### src/rtl/wb_port_arbiter_if.sv
// Bus bundle between the write-back arbiter and its producers / register file.
// slave = arbiter side, master = producers plus register-file side.
`ifndef WORD_SIZE
`define WORD_SIZE 32
`endif

interface wb_port_arbiter_if #(
  parameter int WORD_SIZE   = `WORD_SIZE,
  parameter int REG_ADDR_W  = 5,
  parameter int STALL_CNT_W = 16
);
  logic [2:0]             req_valid;
  logic [WORD_SIZE-1:0]   req0_data;
  logic [WORD_SIZE-1:0]   req1_data;
  logic [WORD_SIZE-1:0]   req2_data;
  logic [REG_ADDR_W-1:0]  req0_addr;
  logic [REG_ADDR_W-1:0]  req1_addr;
  logic [REG_ADDR_W-1:0]  req2_addr;
  logic [2:0]             req_ready;
  logic [1:0]             mux_sel;
  logic                   wb_valid;
  logic                   wb_ready;
  logic [WORD_SIZE-1:0]   wb_data;
  logic [REG_ADDR_W-1:0]  wb_addr;
  logic [STALL_CNT_W-1:0] stall_cnt;

  modport slave (
    input  req_valid, req0_data, req1_data, req2_data,
    input  req0_addr, req1_addr, req2_addr, wb_ready,
    output req_ready, mux_sel, wb_valid, wb_data, wb_addr, stall_cnt
  );

  modport master (
    output req_valid, req0_data, req1_data, req2_data,
    output req0_addr, req1_addr, req2_addr, wb_ready,
    input  req_ready, mux_sel, wb_valid, wb_data, wb_addr, stall_cnt
  );
endinterface

### src/rtl/wb_port_arbiter.sv
// Round-robin arbiter sharing the register-file write port between ALU, memory
// and multiplier results, with a one-entry output register and a stall counter.
`ifndef WORD_SIZE
`define WORD_SIZE 32
`endif

module mux_3to1 #(
  parameter int WIDTH = 32
) (
  input  logic [WIDTH-1:0] i_in0,
  input  logic [WIDTH-1:0] i_in1,
  input  logic [WIDTH-1:0] i_in2,
  input  logic [1:0]       i_sel,
  output logic [WIDTH-1:0] o_out
);
  always_comb begin
    o_out = '0;
    case (i_sel)
      2'd0:    o_out = i_in0;
      2'd1:    o_out = i_in1;
      2'd2:    o_out = i_in2;
      default: o_out = '0;
    endcase
  end
endmodule

module wb_port_arbiter #(
  parameter int WORD_SIZE   = `WORD_SIZE,
  parameter int REG_ADDR_W  = 5,
  parameter int STALL_CNT_W = 16
) (
  input  logic                    clk,
  input  logic                    rst_n,
  wb_port_arbiter_if.slave        bus
);
  logic [1:0]             r_last;
  logic [1:0]             r_sel;
  logic                   r_wb_valid;
  logic [WORD_SIZE-1:0]   r_wb_data;
  logic [REG_ADDR_W-1:0]  r_wb_addr;
  logic [STALL_CNT_W-1:0] r_stall_cnt;

  logic                   w_load;
  logic                   w_grant_vld;
  logic [1:0]             w_grant_idx;
  logic [1:0]             w_cand1;
  logic [1:0]             w_cand2;
  logic [1:0]             w_cand3;
  logic [1:0]             w_mux_sel;
  logic [WORD_SIZE-1:0]   w_mux_out;
  logic [REG_ADDR_W-1:0]  w_grant_addr;
  logic                   w_stall;

  function automatic logic [1:0] f_next(input logic [1:0] idx);
    return (idx == 2'd2) ? 2'd0 : idx + 2'd1;
  endfunction

  // Slot can take a new result when empty or when the current one drains now.
  assign w_load  = ~r_wb_valid | bus.wb_ready;
  assign w_stall = r_wb_valid & ~bus.wb_ready;

  always_comb begin
    w_cand1     = f_next(r_last);
    w_cand2     = f_next(w_cand1);
    w_cand3     = r_last;
    w_grant_vld = 1'b0;
    w_grant_idx = r_sel;
    if (rst_n && w_load) begin
      if (bus.req_valid[w_cand1]) begin
        w_grant_vld = 1'b1;
        w_grant_idx = w_cand1;
      end else if (bus.req_valid[w_cand2]) begin
        w_grant_vld = 1'b1;
        w_grant_idx = w_cand2;
      end else if (bus.req_valid[w_cand3]) begin
        w_grant_vld = 1'b1;
        w_grant_idx = w_cand3;
      end
    end
  end

  // Without a grant the mux keeps pointing at the last winner.
  assign w_mux_sel = !rst_n ? 2'd0 : w_grant_idx;

  always_comb begin
    w_grant_addr = '0;
    case (w_mux_sel)
      2'd0:    w_grant_addr = bus.req0_addr;
      2'd1:    w_grant_addr = bus.req1_addr;
      2'd2:    w_grant_addr = bus.req2_addr;
      default: w_grant_addr = '0;
    endcase
  end

  mux_3to1 #(.WIDTH(WORD_SIZE)) u_mux (
    .i_in0 (bus.req0_data),
    .i_in1 (bus.req1_data),
    .i_in2 (bus.req2_data),
    .i_sel (w_mux_sel),
    .o_out (w_mux_out)
  );

  always_ff @(posedge clk) begin
    if (!rst_n) begin
      r_last      <= 2'd2;
      r_sel       <= 2'd0;
      r_wb_valid  <= 1'b0;
      r_wb_data   <= '0;
      r_wb_addr   <= '0;
      r_stall_cnt <= '0;
    end else begin
      if (w_grant_vld) begin
        // Writes to register zero are consumed but never presented.
        r_wb_valid <= (w_grant_addr != '0);
        r_wb_data  <= w_mux_out;
        r_wb_addr  <= w_grant_addr;
        r_last     <= w_grant_idx;
        r_sel      <= w_grant_idx;
      end else if (bus.wb_ready) begin
        r_wb_valid <= 1'b0;
      end
      if (w_stall && (r_stall_cnt != '1)) begin
        r_stall_cnt <= r_stall_cnt + STALL_CNT_W'(1);
      end
    end
  end

  assign bus.req_ready = w_grant_vld ? (3'b001 << w_grant_idx) : 3'b000;
  assign bus.mux_sel   = w_mux_sel;
  assign bus.wb_valid  = r_wb_valid;
  assign bus.wb_data   = r_wb_data;
  assign bus.wb_addr   = r_wb_addr;
  assign bus.stall_cnt = r_stall_cnt;
endmodule

### src/flat_wrapper.sv
// flat-port wrapper written by rule: the top's interface ports become plain ports
module wb_port_arbiter_flat 
#(
  parameter int WORD_SIZE   = `WORD_SIZE,
  parameter int REG_ADDR_W  = 5,
  parameter int STALL_CNT_W = 16
)
  (clk, rst_n, bus_req_valid, bus_req0_data, bus_req1_data, bus_req2_data, bus_req0_addr, bus_req1_addr, bus_req2_addr, bus_wb_ready, bus_req_ready, bus_mux_sel, bus_wb_valid, bus_wb_data, bus_wb_addr, bus_stall_cnt);
  wb_port_arbiter_if #(.WORD_SIZE(WORD_SIZE), .REG_ADDR_W(REG_ADDR_W), .STALL_CNT_W(STALL_CNT_W)) bus_i ();
  input  logic clk;
  input  logic rst_n;
  input wire logic [$bits(bus_i.req_valid)-1:0] bus_req_valid;
  input wire logic [$bits(bus_i.req0_data)-1:0] bus_req0_data;
  input wire logic [$bits(bus_i.req1_data)-1:0] bus_req1_data;
  input wire logic [$bits(bus_i.req2_data)-1:0] bus_req2_data;
  input wire logic [$bits(bus_i.req0_addr)-1:0] bus_req0_addr;
  input wire logic [$bits(bus_i.req1_addr)-1:0] bus_req1_addr;
  input wire logic [$bits(bus_i.req2_addr)-1:0] bus_req2_addr;
  input wire logic [$bits(bus_i.wb_ready)-1:0] bus_wb_ready;
  output wire logic [$bits(bus_i.req_ready)-1:0] bus_req_ready;
  output wire logic [$bits(bus_i.mux_sel)-1:0] bus_mux_sel;
  output wire logic [$bits(bus_i.wb_valid)-1:0] bus_wb_valid;
  output wire logic [$bits(bus_i.wb_data)-1:0] bus_wb_data;
  output wire logic [$bits(bus_i.wb_addr)-1:0] bus_wb_addr;
  output wire logic [$bits(bus_i.stall_cnt)-1:0] bus_stall_cnt;
  assign bus_i.req_valid = bus_req_valid;
  assign bus_i.req0_data = bus_req0_data;
  assign bus_i.req1_data = bus_req1_data;
  assign bus_i.req2_data = bus_req2_data;
  assign bus_i.req0_addr = bus_req0_addr;
  assign bus_i.req1_addr = bus_req1_addr;
  assign bus_i.req2_addr = bus_req2_addr;
  assign bus_i.wb_ready = bus_wb_ready;
  assign bus_req_ready = bus_i.req_ready;
  assign bus_mux_sel = bus_i.mux_sel;
  assign bus_wb_valid = bus_i.wb_valid;
  assign bus_wb_data = bus_i.wb_data;
  assign bus_wb_addr = bus_i.wb_addr;
  assign bus_stall_cnt = bus_i.stall_cnt;
  wb_port_arbiter #(.WORD_SIZE(WORD_SIZE), .REG_ADDR_W(REG_ADDR_W), .STALL_CNT_W(STALL_CNT_W)) u_core (.clk(clk), .rst_n(rst_n), .bus(bus_i));
endmodule
### config.mk
export PLATFORM = sky130hd
export DESIGN_NAME = wb_port_arbiter_flat
export DESIGN_NICKNAME = d
export VERILOG_FILES = /design/src/rtl/wb_port_arbiter_if.sv /design/src/rtl/wb_port_arbiter.sv /design/src/flat_wrapper.sv
export SDC_FILE = /design/constraint.sdc
export NUM_CORES = 1
export LEC_CHECK = 0
export CORE_MARGIN = 4
export CORE_UTILIZATION = 38
export DETAILED_ROUTE_END_ITERATION = 7
export PLACE_DENSITY = 0.88
export SLEW_MARGIN = 10
export SYNTH_ARGS = -nofsm -noshare
export SYNTH_HDL_FRONTEND = slang
export SYNTH_SLANG_ARGS = --single-unit
export TNS_END_PERCENT = 10
### constraint.sdc
create_clock -name clk -period 2.77 [get_ports clk]
set_clock_uncertainty 0.15 [all_clocks]
set_input_delay 0.277 -clock clk [delete_from_list [all_inputs] [get_ports clk]]
set_output_delay 0.277 -clock clk [all_outputs]
set_load 0.02 [all_outputs]
==> results.cfg <==
[setup_path]
critical_path_class = primary input to primary output
reg2reg_slack_ns = 0.37
required_ns = 2.34
cp.arrival_ns = 2.24
crit_fanout = 6
rr_worst_depth = 8
crit_path_end_kind = primary output
worstSetupStartpointType = primary input

[timing]
tightest_slew_ns = 0.584
rsz0062_at_grt = no
setup_viol = 0
post-route-worst-setup-slack_ns = 0.102
finalMaxSlewViolations = 0
fmax_ghz = 0.375
period_needed_ns = 2.67
finalCritPeriodShare_pct = 96.3
hold_violations = 0
maxSlewHeadroom_pct = 61.1

[run_status]
status = finished, final reports clean

[power]
vdd_ir_drop_max_mv = 0.281
power_density_nw_per_um2 = 509
power_leakage_nw = 1.91

[yosys]
syn_area_um2 = 3020
synth_edf_count = 0
ys_warn_count = 0
synth-simple-area-share_pct = 26.0
synth_area_per_cell_um2 = 8.04
synth_adder_area_share_pct = 0.415
synth_ff_type = dfxtp_1
ys_async_sr_fraction_pct = 0
syn_nets = 493
synth-xor-area-share_pct = 3.19
synth_cells = 375
synth_cell_types = 40
synthMuxAreaShare_pct = 10.9
synth_compound_area_share_pct = 17.2
yosysSeqAreaShare_pct = 37.8
synth_top_family_by_area = simple AND/OR/NAND/NOR gates
ys_ff_latch = 57

[cts]
clkLatencyLatePin_ns = 0.33
cts.clk_slew.worst_paths_ns = 0.07
htreeDepth = 3
clockBufferDepth = 2
cts_resized = 0
root_buffer = clkbuf_8
ctsHoldBuffers = 0
cts_sinks = 57
cts_tree = done
numCtsBuffers = 9
postCtsSetupBuffers = 0

[floorplanning]
rows = 32
initial_utilization_pct = 39.0
die_y_um = 97.1
die-area_um2 = 9430
io_pins = 176
die_x_um = 97.1
core_um2 = 7730

[place]
port-buffer-count = 175
gp_congestion = 0.933
dpl.hpwl_um = 8100
pre_cts_ws_ns = -0.00278
placed_area_um2 = 4930
placed_cells = 642

[cells_and_area]
nFillCells = 591
nets = 669
design_area_um2 = 5170
final-seq-area_um2 = 1140
syn2layout_area_growth_pct = 71.5
insertedDiodeCount = 0
final-instance-count-excl-fill = 658
multi_input_area_um2 = 1770
drive_gt1_share_pct = 7.19

[min_path]
hp-class = flop to flop
worstHoldPathCells = 2

[routing]
routedWlPerCell_um = 15.5
via_per_inst = 5.18
vias = 3411
first_pass_iters = 4
drc = 0
routed_wl_um = 10200
dr.first_iter.drc_count = 103
antenna_left = 0

[grt]
grt_max_degree = 48
grt_pass1_wl_um = 16100
grt_pass1_vias = 3472
grt_usage_pct = 20.9
grt_overflow = 0
antenna_found_initial = 0

[run]
max_cap_violations = 0
## power by group
group,total (mW),internal (mW),switching (mW)
clock,0.958,0.618,0.340
sequential,0.921,0.883,0.0375
combinational,0.756,0.399,0.358
## through the flow
| stage | power [mW] | utilization [%] | setup TNS (ns) | hold WS [ns] |
|---|---|---|---|---|
| floorplan | 1.31 | - | 0 | 0.300 |
| global placement | 1.67 | 63.8 | 0 | 0.311 |
| detailed placement | 1.70 | 63.8 | -0.00278 | 0.324 |
| CTS | 2.65 | 66.9 | 0 | 0.338 |
| global route | 2.76 | 66.9 | 0 | 0.360 |
| finish | 2.63 | 66.9 | 0 | 0.333 |
## layout by cell type (no fill, tap or decap), types with 2 or more instances in the layout
master,n
dfxtp_1,57
clkdlybuf4s50_1,175
nor2_1,81
a21oi_1,8
xor2_1,6
nand2_1,19
and4_1,4
nand4_1,3
inv_1,3
and2_1,7
a32oi_1,2
and3_1,4
bufinv_16,3
nand3_1,6
a211oi_1,32
a31o_2,2
xnor2_1,5
clkbuf_8,10
nor2b_1,7
o21ai_0,12
nor3_1,32
or3_1,4
buf_4,15
mux2i_1,33
clkinv_2,3
a31oi_1,3
## sequential cells by signal, summed over array words and instances (netlist names)
name                  flops
u_core.bus.wb_addr        5
u_core.bus.stall_cnt     16
u_core.r_sel              2
u_core.r_last             1
u_core.bus.wb_valid       1
u_core.bus.wb_data       32
## synth_stat cells (all sizes together) (4+ instances only)
library cell	number	area share (%)
xor2	6	1.7
clkbuf	15	1.9
nor2b	8	1.7
nand3	7	1.2
nor3	32	5.3
xnor2	5	1.5
o21ai	14	2.7
and4	4	1.2
a211oi	32	8.0
nor2	82	10
nand2	19	2.4
buf	11	2.2
or3	4	0.83
and3	4	0.83
and2	7	1.5
dfxtp	57	38
mux2i	33	11
a21oi	8	1.3
## cell families (layout without fill, tap and decap cells)
logic type | Yosys count | in the layout
compound gates | 72 | 72
xor+xnor | 11 | 11
fa+ha+maj | 1 | 1
buf+inv | 29 | 210
flops | 57 | 57
mux | 33 | 33
simple gates | 172 | 172
## worst paths after layout
| path | startpoint | end |
|---|---|---|
| hold reg to reg | u_core.bus.wb_addr[0] | u_core.bus.wb_addr[0] |
| hold / removal | u_core.bus.wb_addr[0] | u_core.bus.wb_addr[0] |
| setup reg to reg | u_core.r_sel[0] | u_core.bus.wb_data[28] |
| setup / recovery | bus_req_valid[0] | bus_mux_sel[1] |
## layer usage
layer	track usage [%]	routed length [µm]
met5	0	0
met1	21.5	3660
met3	6.96	1000
met2	37.5	5210
met4	10.8	310
## final cells by class
class | count | area share [%]
Timing Repair Buffer | 191 | 36.4
Multi-Input combinational cell | 289 | 34.1
Sequential cell | 57 | 22.1
Clock buffer | 10 | 2.66
Tap cell | 102 | 2.47
Clock inverter | 6 | 2.03
Inverter | 3 | 0.218
## critical path: stages
cell and delay, ns:
clkdlybuf4s50_1 0.48, o21ai_0 0.19, nand3b_1 0.26, a31oi_1 0.36, clkdlybuf4s50_1 0.67
Power figures use the tool's default switching activity.
